File: src/rtl/mealy_run_end_detector_if.sv
// rtl/mealy_run_end_detector_if.sv - stream sample and detection bundle for mealy_run_end_detector
interface mealy_run_end_detector_if #(
  parameter int CNT_W = 4,
  parameter int DET_W = 8
);
  logic             clr;
  logic             x_valid;
  logic             x_in;
  logic [CNT_W-1:0] min_run;
  logic             y_out;
  logic [CNT_W-1:0] run_len;
  logic             run_len_valid;
  logic [DET_W-1:0] det_count;
  logic             run_sat;

  modport master (
    output clr, x_valid, x_in, min_run,
    input  y_out, run_len, run_len_valid, det_count, run_sat
  );

  modport slave (
    input  clr, x_valid, x_in, min_run,
    output y_out, run_len, run_len_valid, det_count, run_sat
  );
endinterface

File: src/rtl/mealy_run_end_detector.sv
// rtl/mealy_run_end_detector.sv - run-end detector with run length and saturating detect count
// Optional MEALY_RUN_DET_REGOUT_EN: register y_out to drop the x_in-to-output path.
module mealy_run_end_detector #(
  parameter int   CNT_W   = 4,
  parameter int   DET_W   = 8,
  parameter logic RUN_BIT = 1'b1
) (
  input  logic                      clock,
  input  logic                      reset,
  mealy_run_end_detector_if.slave   bus
);
  typedef enum logic [1:0] {
    IDLE = 2'd0,
    RUN  = 2'd1,
    SAT  = 2'd2
  } state_t;

  localparam logic [CNT_W-1:0] CNT_MAX = {CNT_W{1'b1}};
  localparam logic [DET_W-1:0] DET_MAX = {DET_W{1'b1}};

  state_t           state, state_nxt;
  logic [CNT_W-1:0] run_cnt, cnt_nxt;
  logic [CNT_W-1:0] run_len_q, run_len_nxt;
  logic [DET_W-1:0] det_q, det_nxt;
  logic [CNT_W-1:0] eff_min;
  logic             rlv_q;
  logic             det_hit;

  // A programmed minimum of zero would qualify empty runs, so it is floored to one.
  assign eff_min = (bus.min_run == '0) ? CNT_W'(1) : bus.min_run;
  assign det_hit = bus.x_valid & ~bus.clr & (bus.x_in != RUN_BIT) & (run_cnt >= eff_min);

  always_comb begin
    state_nxt   = state;
    cnt_nxt     = run_cnt;
    run_len_nxt = run_len_q;
    det_nxt     = det_q;
    if (bus.clr) begin
      state_nxt   = IDLE;
      cnt_nxt     = '0;
      run_len_nxt = '0;
      det_nxt     = '0;
    end else if (bus.x_valid) begin
      if (bus.x_in == RUN_BIT) begin
        if (state != SAT) begin
          cnt_nxt   = run_cnt + 1'b1;
          state_nxt = (cnt_nxt == CNT_MAX) ? SAT : RUN;
        end
      end else begin
        state_nxt = IDLE;
        cnt_nxt   = '0;
      end
      if (det_hit) begin
        run_len_nxt = run_cnt;
        if (det_q != DET_MAX) begin
          det_nxt = det_q + 1'b1;
        end
      end
    end
  end

  always_ff @(posedge clock or negedge reset) begin
    if (!reset) begin
      state     <= IDLE;
      run_cnt   <= '0;
      run_len_q <= '0;
      rlv_q     <= 1'b0;
      det_q     <= '0;
    end else begin
      state     <= state_nxt;
      run_cnt   <= cnt_nxt;
      run_len_q <= run_len_nxt;
      rlv_q     <= det_hit;
      det_q     <= det_nxt;
    end
  end

`ifdef MEALY_RUN_DET_REGOUT_EN
  logic y_q;

  always_ff @(posedge clock or negedge reset) begin
    if (!reset) begin
      y_q <= 1'b0;
    end else begin
      y_q <= det_hit;
    end
  end

  assign bus.y_out = y_q;
`else
  assign bus.y_out = det_hit;
`endif

  assign bus.run_len       = run_len_q;
  assign bus.run_len_valid = rlv_q;
  assign bus.det_count     = det_q;
  assign bus.run_sat       = (state == SAT);
endmodule

File: src/flat_wrapper.sv
// flat-port wrapper written by rule: the top's interface ports become plain ports
module mealy_run_end_detector_flat 
#(
  parameter int   CNT_W   = 4,
  parameter int   DET_W   = 8,
  parameter logic RUN_BIT = 1'b1
)
  (clock, reset, bus_clr, bus_x_valid, bus_x_in, bus_min_run, bus_y_out, bus_run_len, bus_run_len_valid, bus_det_count, bus_run_sat);
  mealy_run_end_detector_if #(.CNT_W(CNT_W), .DET_W(DET_W)) bus_i ();
  input  logic clock;
  input  logic reset;
  input wire logic [$bits(bus_i.clr)-1:0] bus_clr;
  input wire logic [$bits(bus_i.x_valid)-1:0] bus_x_valid;
  input wire logic [$bits(bus_i.x_in)-1:0] bus_x_in;
  input wire logic [$bits(bus_i.min_run)-1:0] bus_min_run;
  output wire logic [$bits(bus_i.y_out)-1:0] bus_y_out;
  output wire logic [$bits(bus_i.run_len)-1:0] bus_run_len;
  output wire logic [$bits(bus_i.run_len_valid)-1:0] bus_run_len_valid;
  output wire logic [$bits(bus_i.det_count)-1:0] bus_det_count;
  output wire logic [$bits(bus_i.run_sat)-1:0] bus_run_sat;
  assign bus_i.clr = bus_clr;
  assign bus_i.x_valid = bus_x_valid;
  assign bus_i.x_in = bus_x_in;
  assign bus_i.min_run = bus_min_run;
  assign bus_y_out = bus_i.y_out;
  assign bus_run_len = bus_i.run_len;
  assign bus_run_len_valid = bus_i.run_len_valid;
  assign bus_det_count = bus_i.det_count;
  assign bus_run_sat = bus_i.run_sat;
  mealy_run_end_detector #(.CNT_W(CNT_W), .DET_W(DET_W), .RUN_BIT(RUN_BIT)) u_core (.clock(clock), .reset(reset), .bus(bus_i));
endmodule
File: config.mk
export PLATFORM = sky130hd
export DESIGN_NAME = mealy_run_end_detector_flat
export DESIGN_NICKNAME = d
export VERILOG_FILES = /design/src/rtl/mealy_run_end_detector_if.sv /design/src/rtl/mealy_run_end_detector.sv /design/src/flat_wrapper.sv
export SDC_FILE = /design/constraint.sdc
export NUM_CORES = 1
export LEC_CHECK = 0
export BUFFER_PORTS_ARGS = -buffer_cell sky130_fd_sc_hd__buf_2
export CAP_MARGIN = 20
export CORE_ASPECT_RATIO = 0.8
export CORE_MARGIN = 1.5
export CORE_UTILIZATION = 54
export DETAILED_ROUTE_END_ITERATION = 6
export GPL_TIMING_DRIVEN = 0
export HOLD_SLACK_MARGIN = 0.03
export PLACE_DENSITY = 0.88
export SLEW_MARGIN = 25
export SYNTH_ARGS = -nofsm -noshare
export SYNTH_HDL_FRONTEND = slang
export SYNTH_SLANG_ARGS = --single-unit
File: constraint.sdc
create_clock -name clock -period 3.65 [get_ports clock]
set_clock_uncertainty 0.15 [all_clocks]
set_input_delay 0.1825 -clock clock [delete_from_list [all_inputs] [get_ports clock]]
set_output_delay 0.1825 -clock clock [all_outputs]
set_load 0.02 [all_outputs]
==> metrics.md <==
| Metric | Value |
|---|---|
| CP endpoint kind | `output pin` |
| Final Net Count | `169` |
| Leakage | `0.630 nW` |
| Via count | `1,020` |
| Vias per cell | `5.80` |
| Top cell type by total area after synthesis | `dfrtp_1` |
| Final WL | `2360 um` |
| Syn. warnings | `0` |
| Final Hold Viols | `0` |
| I/O Buffers | `23` |
| Initial Util | `57.8%` |
| Avg Cell Area, Syn | `8.90 sq um` |
| Chip Width | `53.5 um` |
| Core Footprint | `0.00191 sq mm` |
| Sequential cell area fraction in the yosys report | `43.1%` |
| Slew headroom | `68.8%` |
| First-pass GRT wire length | `4000 um` |
| Sw Share | `25.5%` |
| Hold crit path type | `in2reg` |
| Setup ws final | `0.985 ns` |
| Grt ovf | `0` |
| Wire per inst | `13.4 um` |
| CTS tree | `done` |
| Synth Instances | `124` |
| N_diodes | `0` |
| Power per cell area | `281 mW/mm^2` |
| Number of global-route vias before repair | `900` |
| #FFs+latches synth | `19` |
| Commonest non-fill, non-tap cell in the layout | `buf_2` |
| # rows | `14` |
| Multi-input combinational cell area | `578 sq um` |
| Final period util | `73.0%` |
| Clock sinks | `19` |
| Worst vdd ir | `0.269 mV` |
| Post-synth EDFFs | `0` |
| Post-Syn Area | `0.00110 sq mm` |
| I/O Pins | `24` |
| Status | `completed` |
| Later-pin clock latency in the skew report | `0.30 ns` |
| # setup viols final | `0` |
| Die Y | `43.4 um` |
| RSZ-0062 raised after global routing | `no` |
| Combinational share of power | `10.4%` |
| Clock power frac | `29.9%` |
| Max Clk Rate | `0.375 GHz` |
| CP arrival | `2.33 ns` |
| Hold_sp | `bus_x_in` |
| Setup CP Type | `reg2out` |
| Most frequent cells in the layout | `buf_2, nand2_1, dfrtp_1` |
| Die area | `0.00233 sq mm` |
| Post-synth top flop | `dfrtp_1` |
| DP Wirelength | `1810 um` |
| Netlist cell types | `38` |
| Post-synth ARST share | `100%` |
| RR Startpoint | `u_core.run_cnt[0]` |
| Max-slew violation count | `0` |
| Share of cells above drive strength 1 | `23.0%` |
| Synth top area cells | `dfrtp_1, ha_1, nand2_1` |
| Sw power | `0.0000922 W` |
| Required @ worst endpoint | `3.32 ns` |
| Fillers | `150` |
| All-Layer GR Usage | `23.5%` |
| Initial antenna violation count | `0` |
| # DRC | `0` |
| Post-Place Worst Slack | `1.20 ns` |
| Synth top area share | `43.1%` |
| Sequential Power Share | `59.7%` |
| Startpoint types | `flip-flop` |
| P&R area growth vs syn | `16.6%` |
| H-tree levels | `1` |
| Slew @ Worst Pin | `0.464 ns` |
| Internal | `0.000269 W` |
| Clk pin slew, worst setup/hold paths | `0.10 ns` |
| Critical Path Fanout Max | `10` |
| Initial DRC count | `41` |
| Total iterations of the first detailed-routing run | `4` |
| Power Total | `0.000361 W` |
| Clock period minus worst slack | `2.66 ns` |
| RePlAce Congestion | `0.783` |
| Final cell utilization of the core | `67.4%` |
| Maximum clock insertion buffer count | `2` |
| CP startpoint | `u_core.run_cnt[0]` |
| Total nets after synthesis | `140` |
| TNS Setup | `0 ns` |
| CTS buffer count | `3` |
| Routed Antenna Nets | `0` |
| Pin count of the biggest net entering global routing | `20` |
| Clk root buf | `clkbuf_4` |
| Seq. cell area | `475 sq um` |
| Max-cap violations | `0` |
## path summary, 6_finish.rpt
path	to	slack, ns	cells after the start
min in group asynchronous	u_core.bus.run_len[2]	0.18	2
min reg2reg	u_core.bus.run_len[3]	0.37	2
max in group asynchronous	u_core.bus.det_count[1]	2.87	2
min	u_core.run_cnt[1]	0.06	3
max reg2reg	u_core.bus.det_count[2]	1.18	8
max	bus_y_out	0.99	8
## power by group through the flow
stage	combinational (W)	sequential [W]	clock [W]
6_report	0.0000374	0.000216	0.000108
5_1_grt	0.0000426	0.000216	0.000124
4_1_cts	0.0000379	0.000216	0.000112
3_5_place_dp	0.0000369	0.000220	0
3_3_place_gp	0.0000351	0.000219	0
2_1_floorplan	0.0000207	0.000220	0
## synthesized netlist by cell type, types with 2 or more instances
master    number
nand2_1       23
dfrtp_1       19
a21oi_1        8
inv_1          8
nor2_1         8
o21ai_0        8
ha_1           7
nand3_1        5
nor3_1         4
nand4_1        3
a31o_2         2
nand2b_1       2
o31ai_1        2
## critical path: stages, from the launching register on
cell      delay, ns
dfrtp_1        0.47
inv_1          0.10
ha_1           0.31
nand2b_4       0.13
a2111o_1       0.44
nand2_1        0.11
buf_2          0.22
nor2_1         0.08
buf_2          0.18
## per-stage QoR
step	cell area, sq um	cells	hold slack [ns]
final	1290	176	0.0581
after CTS	1290	176	0.0470
after floorplan	1100	124	-0.263
after detailed placement	1250	171	-0.00199
after global routing	1290	176	0.0639
after global placement	1250	171	-0.0141
## area by class of cell
| cell class | count | share of cell area, % |
|---|---|---|
| Multi-Input combinational cell | 94 | 44.9 |
| Tap cell | 24 | 2.33 |
| Clock buffer | 3 | 1.75 |
| Buffer | 3 | 1.56 |
| Timing Repair Buffer | 24 | 9.73 |
| Clock inverter | 1 | 0.389 |
| Sequential cell | 19 | 37.0 |
| Inverter | 8 | 2.33 |
## kinds of logic (layout without fill, tap and decap cells)
group	after synthesis	count (layout)	share of synthesized area, %
AOI/OAI and AO/OA	29	29	16.9
DFF	19	19	43.1
buffers and inverters	11	39	4.53
muxes	1	1	1.36
and+or+nand+nor	56	56	25.4
xor gates and xnor gates	1	1	0.794
adders and majority gates	7	7	7.94
## registers in the layout (all words and copies together) (netlist names)
register	cells
u_core.run_cnt	4
u_core.state	2
u_core.bus.det_count	8
u_core.bus.run_len_valid	1
u_core.bus.run_len	4
## timing repair
action	in CTS	in global routing
gates resized for setup	0	0
hold buffers	1	0
hold endpoints to repair	19	0
buffers inserted	0	0
## per-layer routing
| metal | track usage (%) | wire length [um] | vias to the layer above |
|---|---|---|---|
| met4 | 3.08 | 8 | 0 |
| li1 | - | - | 502 |
| met5 | 0 | 0 | - |
| met3 | 6.55 | 142 | 2 |
| met1 | 31.2 | 1050 | 482 |
| met2 | 39.5 | 1160 | 34 |
Power figures use the tool's default switching activity.
